File: src/rtl/elastic_pipe_buffer_pkg.sv
// ============================================================================
// Module  : elastic_pipe_buffer_pkg
// Brief   : Shared defaults and sizing helpers for the elastic pipeline buffer.
// Rev     : 1.0 - initial release
// ============================================================================
`default_nettype none

package elastic_pipe_buffer_pkg;

    localparam int c_default_width = 16;
    localparam int c_default_depth = 1;
    localparam int c_max_depth     = 8;

    // Each stage holds a main and a skid beat, so the count spans 0..2*depth.
    function automatic int epb_count_width(input int depth);
        return $clog2(2 * depth + 1);
    endfunction

endpackage

`default_nettype wire

File: src/rtl/elastic_pipe_buffer_if.sv
// ============================================================================
// Module  : elastic_pipe_buffer_if
// Brief   : Valid/ready payload stream between two pipeline stages.
// Rev     : 1.0 - initial release
// ============================================================================
`default_nettype none

interface elastic_pipe_buffer_if
    import elastic_pipe_buffer_pkg::*;
#(
    parameter int WIDTH = c_default_width
) ();

    logic [WIDTH-1:0] data;
    logic             valid;
    logic             ready;

    modport master (
        output data,
        output valid,
        input  ready
    );

    modport slave (
        input  data,
        input  valid,
        output ready
    );

endinterface

`default_nettype wire

File: src/rtl/elastic_pipe_buffer_skid_stage.sv
// ============================================================================
// Module  : elastic_pipe_buffer_skid_stage
// Brief   : One register stage with main + skid storage and registered ready.
// Rev     : 1.0 - initial release
// ============================================================================
`default_nettype none

module elastic_pipe_buffer_skid_stage
    import elastic_pipe_buffer_pkg::*;
#(
    parameter int               WIDTH       = c_default_width,
    parameter logic [WIDTH-1:0] FLUSH_VALUE = '0
) (
    input  wire logic             clk,
    input  wire logic             rst,
    input  wire logic             stall,
    input  wire logic             flush,
    input  wire logic             up_valid,
    input  wire logic [WIDTH-1:0] up_data,
    output logic                  up_ready,
    output logic                  down_valid,
    output logic [WIDTH-1:0]      down_data,
    input  wire logic             down_ready,
    output logic [1:0]            held
);

    logic             r_main_valid;
    logic [WIDTH-1:0] r_main_data;
    logic             r_skid_valid;
    logic [WIDTH-1:0] r_skid_data;

    logic             w_take_in;
    logic             w_take_out;

    // Ready depends only on the skid flag, so no combinational ready chain forms.
    assign up_ready   = ~r_skid_valid;
    assign w_take_in  = up_valid & ~r_skid_valid & ~stall;
    assign w_take_out = r_main_valid & down_ready & ~stall;

    always_ff @(posedge clk or posedge rst) begin
        if (rst) begin
            r_main_valid <= 1'b0;
            r_main_data  <= FLUSH_VALUE;
            r_skid_valid <= 1'b0;
            r_skid_data  <= FLUSH_VALUE;
        end else if (flush) begin
            r_main_valid <= 1'b0;
            r_main_data  <= FLUSH_VALUE;
            r_skid_valid <= 1'b0;
            r_skid_data  <= FLUSH_VALUE;
        end else if (w_take_out) begin
            if (r_skid_valid) begin
                r_main_data  <= r_skid_data;
                r_skid_valid <= 1'b0;
            end else if (w_take_in) begin
                r_main_data  <= up_data;
            end else begin
                r_main_valid <= 1'b0;
            end
        end else if (w_take_in) begin
            // Main busy and not draining: park the newcomer behind it.
            if (r_main_valid) begin
                r_skid_valid <= 1'b1;
                r_skid_data  <= up_data;
            end else begin
                r_main_valid <= 1'b1;
                r_main_data  <= up_data;
            end
        end
    end

    assign down_valid = r_main_valid;
    assign down_data  = r_main_data;
    assign held       = {1'b0, r_main_valid} + {1'b0, r_skid_valid};

endmodule

`default_nettype wire

File: src/rtl/elastic_pipe_buffer.sv
// ============================================================================
// Module  : elastic_pipe_buffer
// Brief   : Elastic inter-stage pipeline register with stall, flush and count.
// Rev     : 1.0 - initial release
// ============================================================================
`default_nettype none

module elastic_pipe_buffer
    import elastic_pipe_buffer_pkg::*;
#(
    parameter int               WIDTH       = c_default_width,
    parameter int               DEPTH       = c_default_depth,
    parameter logic [WIDTH-1:0] FLUSH_VALUE = '0
) (
    input  wire logic                         clk,
    input  wire logic                         rst,
    elastic_pipe_buffer_if.slave              upstream,
    elastic_pipe_buffer_if.master             downstream,
    input  wire logic                         stall,
    input  wire logic                         flush,
    output logic [epb_count_width(DEPTH)-1:0] count
);

    localparam int COUNT_W = epb_count_width(DEPTH);

    logic             w_valid [DEPTH+1];
    logic [WIDTH-1:0] w_data  [DEPTH+1];
    logic             w_ready [DEPTH+1];
    logic [1:0]       w_held  [DEPTH];
    logic [COUNT_W-1:0] w_count;

    assign w_valid[0]     = upstream.valid;
    assign w_data[0]      = upstream.data;
    assign w_ready[DEPTH] = downstream.ready;

    generate
        for (genvar gi = 0; gi < DEPTH; gi++) begin : g_stage
            elastic_pipe_buffer_skid_stage #(
                .WIDTH       (WIDTH),
                .FLUSH_VALUE (FLUSH_VALUE)
            ) u_stage (
                .clk        (clk),
                .rst        (rst),
                .stall      (stall),
                .flush      (flush),
                .up_valid   (w_valid[gi]),
                .up_data    (w_data[gi]),
                .up_ready   (w_ready[gi]),
                .down_valid (w_valid[gi+1]),
                .down_data  (w_data[gi+1]),
                .down_ready (w_ready[gi+1]),
                .held       (w_held[gi])
            );
        end
    endgenerate

    // Ready is forced low while reset is held, independent of the stage state.
    assign upstream.ready   = ~rst & w_ready[0] & ~stall & ~flush;
    assign downstream.valid = w_valid[DEPTH] & ~stall;
    assign downstream.data  = w_data[DEPTH];

    always_comb begin
        w_count = '0;
        for (int i = 0; i < DEPTH; i++) begin
            w_count = w_count + COUNT_W'(w_held[i]);
        end
    end

    assign count = w_count;

endmodule

`default_nettype wire

File: src/flat_wrapper.sv
// flat-port wrapper written by rule: the top's interface ports become plain ports
module elastic_pipe_buffer_flat import elastic_pipe_buffer_pkg::*;
#(
    parameter int               WIDTH       = c_default_width,
    parameter int               DEPTH       = c_default_depth,
    parameter logic [WIDTH-1:0] FLUSH_VALUE = '0
)
  (clk, rst, stall, flush, count, upstream_data, upstream_valid, upstream_ready, downstream_data, downstream_valid, downstream_ready);
  elastic_pipe_buffer_if #(.WIDTH(WIDTH)) upstream_i ();
  elastic_pipe_buffer_if #(.WIDTH(WIDTH)) downstream_i ();
  input  wire logic clk;
  input  wire logic rst;
  input  wire logic stall;
  input  wire logic flush;
  output logic [epb_count_width(DEPTH)-1:0] count;
  input wire logic [$bits(upstream_i.data)-1:0] upstream_data;
  input wire logic [$bits(upstream_i.valid)-1:0] upstream_valid;
  output wire logic [$bits(upstream_i.ready)-1:0] upstream_ready;
  output wire logic [$bits(downstream_i.data)-1:0] downstream_data;
  output wire logic [$bits(downstream_i.valid)-1:0] downstream_valid;
  input wire logic [$bits(downstream_i.ready)-1:0] downstream_ready;
  assign upstream_i.data = upstream_data;
  assign upstream_i.valid = upstream_valid;
  assign upstream_ready = upstream_i.ready;
  assign downstream_data = downstream_i.data;
  assign downstream_valid = downstream_i.valid;
  assign downstream_i.ready = downstream_ready;
  elastic_pipe_buffer #(.WIDTH(WIDTH), .DEPTH(DEPTH), .FLUSH_VALUE(FLUSH_VALUE)) u_core (.clk(clk), .rst(rst), .upstream(upstream_i), .downstream(downstream_i), .stall(stall), .flush(flush), .count(count));
endmodule
File: config.mk
export PLATFORM = sky130hd
export DESIGN_NAME = elastic_pipe_buffer_flat
export DESIGN_NICKNAME = d
export VERILOG_FILES = /design/src/rtl/elastic_pipe_buffer_pkg.sv /design/src/rtl/elastic_pipe_buffer_if.sv /design/src/rtl/elastic_pipe_buffer_skid_stage.sv /design/src/rtl/elastic_pipe_buffer.sv /design/src/flat_wrapper.sv
export SDC_FILE = /design/constraint.sdc
export NUM_CORES = 1
export LEC_CHECK = 0
export BUFFER_PORTS_ARGS = -buffer_cell sky130_fd_sc_hd__buf_2
export CAP_MARGIN = 10
export CORE_MARGIN = 2
export CORE_UTILIZATION = 52
export CTS_CLUSTER_DIAMETER = 150
export DETAILED_ROUTE_END_ITERATION = 8
export PLACE_DENSITY = 0.75
export SYNTH_ARGS = -nofsm -noshare
export SYNTH_HDL_FRONTEND = slang
export SYNTH_SLANG_ARGS = --single-unit
File: constraint.sdc
create_clock -name clk -period 1.8 [get_ports clk]
set_clock_uncertainty 0.1 [all_clocks]
set_input_delay 0.36 -clock clk [delete_from_list [all_inputs] [get_ports clk]]
set_output_delay 0.36 -clock clk [all_outputs]
set_load 0.03 [all_outputs]
==> metrics.md, run 1 <==
| Metric | Value |
|---|---|
| LEAKAGE | `1.15 nW` |
| HPWL after detailed placement | `2.43 mm` |
| CP cell instances | `ha_1 > buf_2` |
| Peak Freq | `573 MHz` |
| Horiz. Die Dim | `61.3 um` |
| Worst setup EP type | `output port` |
| Layout cells sized above 1 | `0.453` |
| Dpl cells | `207` |
| Max-cap violation count | `0` |
| Sequential Area | `853 sq um` |
| End of the critical path | `count[0]` |
| Vias in the first global route | `1150` |
| Number of diodes | `0` |
| DR WL/cell | `about 16 um` |
| Critical path launch point | `u_core.g_stage[0].u_stage.r_skid_valid$_DFFE_PP0P_` |
| CTS buffer count | `5` |
| All-Layer GR Usage | `0.201` |
| Setup TNS | `0 ps` |
| Clock Power Share | `0.278` |
| CP max FO | `7` |
| Routability cong. | `0.716` |
| Sequential fraction of the synthesis area | `0.498` |
| Core footprint | `around 3000 sq um` |
| Int Power | `approximately 1.1 mW` |
| P_sw | `0.435 mW` |
| Setup Viol. Count Final | `0` |
| Top FF cell, synth | `dfrtp_1` |
| Most used routing layer | `met2` |
| Hold Crit Class | `input pin to flip-flop` |
| Worst r2r dst | `u_core.g_stage[0].u_stage.down_data[2]$_DFFE_PP0P_` |
| Slew HR | `0.681` |
| Final instance area | `2080 sq um` |
| Worst setup margin | `around 55 ps` |
| Post-Synthesis Cells | `123` |
| Final count of pins violating max slew | `0` |
| EDFF count, synth | `0` |
| Residual DRC | `0` |
| Worst slack at placement | `181 ps` |
| Drt via density | `approximately 5.5` |
| Worst skew pair latency | `around 340 ps` |
| Startpoint types | `flip-flop` |
| Met1 usage in global routing | `0.249` |
| CTS Buffer Depth | `2` |
| Overall Power | `between 1.5 and 2 mW` |
| Post-Syn Area | `1710 sq um` |
| Req. time, crit path | `1340 ps` |
| Clock sinks | `34` |
| H-tree depth | `2` |
| Peak supply drop | `407 uV` |
| Async SR Flop Fraction | `1.00` |
| Setup Crit Path Kind | `flip-flop to output port` |
| Comb pwr share | `0.181` |
| Average instance area after synthesis | `13.9 sq um` |
| Power Density | `756 nW/um^2` |
| CTS root buf | `clkbuf_4` |
| Yosys warning count | `0` |
| WP data arrival | `1290 ps` |
| Status | `finished clean` |
| First-pass GRT wire length | `about 5.4 mm` |
| Initial antenna violation count | `0` |
| DR vias | `1181` |
| Die Y | `approximately 61 um` |
| Largest net degree at the start of global routing | `25` |
| Post-DP Area | `2000 sq um` |
| Post-DRT Antenna Nets | `0` |
| Initial DRC Count | `18` |
| Final worst path period share | `0.969` |
| Hold Path Origin | `downstream_ready` |
| Yosys cell types | `25` |
| Final min period | `roughly 1700 ps` |
| #FFs+latches synth | `34` |
| Slowest CP cell | `dfrtp_2` |
| Initial Util | `0.555` |
| Final net count | `194` |
| Routed WL | `3.45 mm` |
| Fillers | `238` |
| Full die area | `3760 sq um` |
| Post-CTS setup repair buffer count | `0` |
| Total congestion overflow | `0` |
| Worst Max-Slew Pin Slew | `479 ps` |
| R2R depth | `3` |
| IO Pins | `42` |
| Clock Pin Slew Worst Setup and Hold Paths | `90 ps` |
| Layout area overhead | `21.8%` |
| Met2 Use GR | `0.330` |
| Largest stage delay, worst path | `between 400 and 500 ps` |
| CTS tree | `yes` |
| Final Hold Fails | `0` |
| Reg-to-Reg Start | `u_core.g_stage[0].u_stage.r_skid_valid$_DFFE_PP0P_` |
| Final non-filler cell total | `216` |
| Syn_nets | `between 100 and 150` |
| Part of the power in registers | `0.541` |
| Sw frac | `0.277` |
| # rows | `20` |
| RSZ-0062 raised after global routing | `true` |
| Drt pass-1 iters | `4` |
| Reg2Reg Setup Slack | `180 ps` |
| I/O Buffers | `41` |
| Multi-input logic area | `800 sq um` |
| Met3 GRT Util | `0.0714` |
==> state kept, by name, indices dropped and copies added, names as in the netlist <==
register / count
u_core.g_stage.u_stage.r_skid_data: 16
u_core.g_stage.u_stage.down_data: 16
u_core.g_stage.u_stage.r_skid_valid: 1
u_core.g_stage.u_stage.down_valid: 1
==> critical path: cells and delay by family, from the launching register on <==
family | cells | cell delay, ps
adders and majority gates | 1 | 290
DFF | 1 | 480
buffers and inverters | 1 | 180
==> per-stage QoR <==
stage	util	hold WS, ps
final	0.676	135
after detailed placement	0.648	316
after global placement	0.648	308
after global routing	0.676	135
after floorplan	-	351
after CTS	0.672	124
==> area by class of cell <==
class | instances | share of cell area
flip-flops and latches | 34 | 0.410
multi-input cells | 79 | 0.384
repair buffers | 48 | 0.144
clock buffers | 7 | 0.0265
well taps | 44 | 0.0265
inverters | 3 | 0.00542
clock inverters | 1 | 0.00241
==> logic make-up after synthesis <==
family                     after synthesis  synth area share
and+or+nand+nor                         23            0.0967
buffers and inverters                   10            0.0425
muxes                                   33             0.230
DFF                                     34             0.498
AOI/OAI and AO/OA                       22             0.125
adders and majority gates                1           0.00732
==> layout by cell type, fill, tap and decap left out, types with 2 or more instances in the layout <==
| master | netlist | layout |
|---|---|---|
| buf_2 | 0 | 40 |
| dfrtp_1 | 34 | 32 |
| mux2i_1 | 16 | 16 |
| o2bb2ai_1 | 16 | 16 |
| mux2_4 | 11 | 11 |
| and2b_1 | 10 | 10 |
| nor2b_1 | 7 | 7 |
| mux2_2 | 6 | 6 |
| clkbuf_4 | 1 | 5 |
| buf_4 | 2 | 4 |
| inv_1 | 3 | 3 |
| buf_12 | 1 | 3 |
| a21oi_1 | 2 | 2 |
| dfrtp_2 | 0 | 2 |
==> cells in the mapped netlist, types with 2 or more instances <==
master      n  share of area
a21oi_1     2         0.0059
and2b_1    10          0.044
buf_4       2         0.0088
clkbuf_1    2         0.0044
dfrtp_1    34           0.50
inv_1       3         0.0066
mux2_2      6          0.040
mux2_4     11          0.097
mux2i_1    16          0.094
nor2b_1     7          0.026
o2bb2ai_1  16          0.082
==> worst min-delay path by stage <==
stage	endpoint	slack, ps	depth (start not counted)
after CTS	u_core.g_stage[0].u_stage.r_skid_valid$_DFFE_PP0P_	120	2
after global placement	u_core.g_stage[0].u_stage.r_skid_valid$_DFFE_PP0P_	310	2
after floorplan	u_core.g_stage[0].u_stage.r_skid_valid$_DFFE_PP0P_	350	1
final	u_core.g_stage[0].u_stage.r_skid_valid$_DFFE_PP0P_	130	2
after global routing	u_core.g_stage[0].u_stage.r_skid_valid$_DFFE_PP0P_	130	2
after detailed placement	u_core.g_stage[0].u_stage.r_skid_valid$_DFFE_PP0P_	320	2
==> power by group through the flow <==
stage                     clock network, mW  logic [mW]  registers, mW
after floorplan                           0       0.159          0.891
after global placement                    0       0.274          0.860
after detailed placement                  0       0.283          0.863
after CTS                             0.453       0.286          0.850
after global routing                  0.487       0.305          0.856
final                                 0.438       0.284          0.850
==> routing by layer <==
metal | vias up | routed length [um]
li1 | 545 | -
met3 | 4 | 180
met5 | - | 0
met4 | 0 | 34
met1 | 597 | 1450
met2 | 35 | 1780
==> repair_timing <==
action / CTS / global route
gates resized for setup: 1 / 3
endpoints found under the hold margin: 10 / 0
hold buffers: 1 / 0
pin swaps: 0 / 1
setup endpoints to repair: 1 / 3
Power figures use the tool's default switching activity.
==> run 2, diff against run 1 <==
--- a/config.mk
+++ b/config.mk
@@ -7,8 +7,10 @@
 export LEC_CHECK = 0
 export BUFFER_PORTS_ARGS = -buffer_cell sky130_fd_sc_hd__buf_2
 export CAP_MARGIN = 10
+export CELL_PAD_IN_SITES_DETAIL_PLACEMENT = 1
+export CELL_PAD_IN_SITES_GLOBAL_PLACEMENT = 2
 export CORE_MARGIN = 2
-export CORE_UTILIZATION = 52
+export CORE_UTILIZATION = 35
 export CTS_CLUSTER_DIAMETER = 150
 export DETAILED_ROUTE_END_ITERATION = 8
 export PLACE_DENSITY = 0.75
==> run 2 against run 1 <==
Compared with the run above: non-clock buffer count is 1 lower; sequential share of layout area is 0.32 points lower; total power up 4.4%; final area is 0.78% higher; cell count grew 9.7%; routed wire length is 8.4% higher; via count shrank 3.0%; register-to-register slack gained 20 ps.
==> metrics.md, run 2 (synthesis gave the netlist of run 1 again) <==
| Metric | Value |
|---|---|
| Worst skew pair latency | `270 ps (-70 ps)` |
| I/O Buffers | `41 (unchanged)` |
| Hold Crit Class | `input pin to asynchronous set/reset pin` |
| Max-cap violation count | `0 (unchanged)` |
| Reg-to-Reg Start | `u_core.g_stage[0].u_stage.r_skid_valid$_DFFE_PP0P_` |
| Slowest CP cell | `dfrtp_2` |
| Layout cells sized above 1 | `0.459 (+0.00534)` |
| Drt pass-1 iters | `4 (unchanged)` |
| Core footprint | `4720 sq um (+53%)` |
| Hold slack | `95.3 ps (-39.6 ps)` |
| Post-DRT Antenna Nets | `0 (unchanged)` |
| R2R depth | `3 (unchanged)` |
| Worst setup EP type | `output port` |
| CTS Buffer Depth | `2 (unchanged)` |
| Final worst path period share | `0.927 (-0.0429)` |
| Req. time, crit path | `1340 ps (about the same)` |
| Initial Util | `0.362 (-0.193)` |
| Peak Freq | `600 MHz (+4.6%)` |
| Power Density | `783 nW/um^2 (+3.6%)` |
| Worst r2r dst | `u_core.g_stage[0].u_stage.down_data[14]$_DFFE_PP0P_` |
| H-tree depth | `2 (unchanged)` |
| Total congestion overflow | `0 (unchanged)` |
| Die Y | `73.9 um (+20%)` |
| Final count of pins violating max slew | `0 (unchanged)` |
| RSZ-0062 raised after global routing | `false` |
| Met1 usage in global routing | `0.205 (-0.0438)` |
| Setup Crit Path Kind | `flip-flop to output port` |
| CTS buffer count | `5 (unchanged)` |
| Routed WL | `3.74 mm (+8.4%)` |
| Slew HR | `0.688 (+0.00775)` |
| Clock sinks | `34 (unchanged)` |
| Commonest non-fill, non-tap cells in the layout | `40 x buf_2, 32 x dfrtp_1, 16 x mux2i_1, 16 x o2bb2ai_1, 11 x mux2_4` |
| HPWL after detailed placement | `2.66 mm (+9.2%)` |
| Routability cong. | `0.737 (+3.0%)` |
| Setup Viol. Count Final | `0 (unchanged)` |
| CTS root buf | `clkbuf_8` |
| Reg2Reg Setup Slack | `200 ps (+20 ps)` |
| DR WL/cell | `15.8 um (-1.2%)` |
| Commonest non-fill, non-tap cell in the layout | `buf_2` |
| IO Pins | `42 (unchanged)` |
| Vias in the first global route | `1315 (+14%)` |
| CP cell instances | `nor4_2 > buf_4` |
| Layout area overhead | `22.7%` |
| CTS tree | `yes` |
| LEAKAGE | `1.14 nW (about the same)` |
| Residual DRC | `0 (unchanged)` |
| Full die area | `5450 sq um (+45%)` |
| CP max FO | `7 (unchanged)` |
| Number of diodes | `0 (unchanged)` |
| DR vias | `1146 (-3.0%)` |
| Horiz. Die Dim | `73.9 um (+20%)` |
| Status | `finished clean` |
| Most used routing layer | `met2` |
| Clock Pin Slew Worst Setup and Hold Paths | `70 ps (-20 ps)` |
| Critical path launch point | `u_core.g_stage[0].u_stage.r_skid_valid$_DFFE_PP0P_` |
| Largest net degree at the start of global routing | `35 (+40%)` |
| All-Layer GR Usage | `0.158 (-0.0428)` |
| Post-CTS Hold Buffers | `0 (-1)` |
| Post-DP Area | `2010 sq um (+0.82%)` |
| Final net count | `193 (-0.52%)` |
| Largest stage delay, worst path | `470 ps (about the same)` |
| Drt via density | `4.84 (-12%)` |
| Initial DRC Count | `27 (+9)` |
| Peak supply drop | `426 uV (+4.7%)` |
| # rows | `25 (+25%)` |
| Met2 Use GR | `0.259 (-0.0709)` |
| Met3 GRT Util | `0.0370 (-0.0344)` |
| Final min period | `1670 ps (-77.2 ps)` |
| Final instance area | `2100 sq um (+0.78%)` |
| End of the critical path | `upstream_ready` |
| WP data arrival | `1210 ps (-80 ps)` |
| First-pass GRT wire length | `6.51 mm (+20%)` |
| Setup TNS | `0 ps (unchanged)` |
| Fillers | `513 (+120%)` |
| Worst Max-Slew Pin Slew | `466 ps (-12.8 ps)` |
| Final Hold Fails | `0 (unchanged)` |
| Startpoint types | `flip-flop` |
| Initial antenna violation count | `0 (unchanged)` |
==> run 2: cell count changes in the layout (fill, tap and decap cells not counted) <==
cell,previous run,this run
buf_12,3,2
nor4_4,1,0
clkinv_2,1,2
clkbuf_1,1,0
buf_4,4,5
clkbuf_8,1,5
clkbuf_4,5,0
dlygate4sd3_1,1,0
nor4_2,0,1
==> run 2: area by class of cell <==
class,instances,area (sq um),share of cell area
Inverter,3,11.3,0.00537
Clock buffer,5,68.8,0.0328
Multi-Input combinational cell,79,791,0.377
Tap cell,67,83.8,0.0400
Clock inverter,2,10.0,0.00478
Timing Repair Buffer,47,278,0.133
Sequential cell,34,853,0.407
==> run 2: repair_timing <==
item | CTS | global route
hold endpoints to repair | 0 | 0
gates resized for setup | 0 | 4
endpoints found under the setup margin | 0 | 3
buffers inserted | 0 | 0
==> run 2: where the power goes <==
part | total (mW) | internal, mW | leakage [nW] | switching [mW]
Clock | 0.513 | 0.259 | 0.0438 | 0.254
Combinational | 0.278 | 0.127 | 0.652 | 0.151
Sequential | 0.851 | 0.817 | 0.448 | 0.0341
==> run 2: through the flow <==
| step | cells | utilization | power, mW | worst slack (ps) |
|---|---|---|---|---|
| CTS | 237 | 0.443 | 1.67 | 62.6 |
| floorplan | 123 | - | 1.05 | 160 |
| detailed placement | 230 | 0.426 | 1.15 | 185 |
| global placement | 230 | 0.426 | 1.14 | 205 |
| finish | 237 | 0.444 | 1.64 | 132 |
| global route | 237 | 0.444 | 1.72 | 18.4 |
==> run 2: routing by layer <==
metal  share of wire  vias to the layer above  routed length (um)
met2            0.51                       19                1900
met1            0.46                      584                1710
met4          0.0088                        0                  33
li1                -                      541                   -
met3           0.027                        2                 100
met5               0                        -                   0
==> run 2: worst min path at each step <==
stage	slack [ps]	from	endpoint	cells past startpoint
after floorplan	350	downstream_ready	u_core.g_stage[0].u_stage.r_skid_valid$_DFFE_PP0P_	1
after global placement	370	u_core.g_stage[0].u_stage.down_data[6]$_DFFE_PP0P_	u_core.g_stage[0].u_stage.down_data[6]$_DFFE_PP0P_	1
after detailed placement	370	u_core.g_stage[0].u_stage.down_data[6]$_DFFE_PP0P_	u_core.g_stage[0].u_stage.down_data[6]$_DFFE_PP0P_	1
after CTS	110	rst	u_core.g_stage[0].u_stage.down_data[2]$_DFFE_PP0P_	3
after global routing	130	rst	u_core.g_stage[0].u_stage.down_data[12]$_DFFE_PP0P_	3
final	100	rst	u_core.g_stage[0].u_stage.r_skid_data[14]$_DFFE_PP0P_	3
==> run 2: worst max-delay path: cells and delay by family (launching register included) <==
kind | cells | cell delay (ps)
buf+inv | 1 | 200
flops | 1 | 470
simple gates | 1 | 280
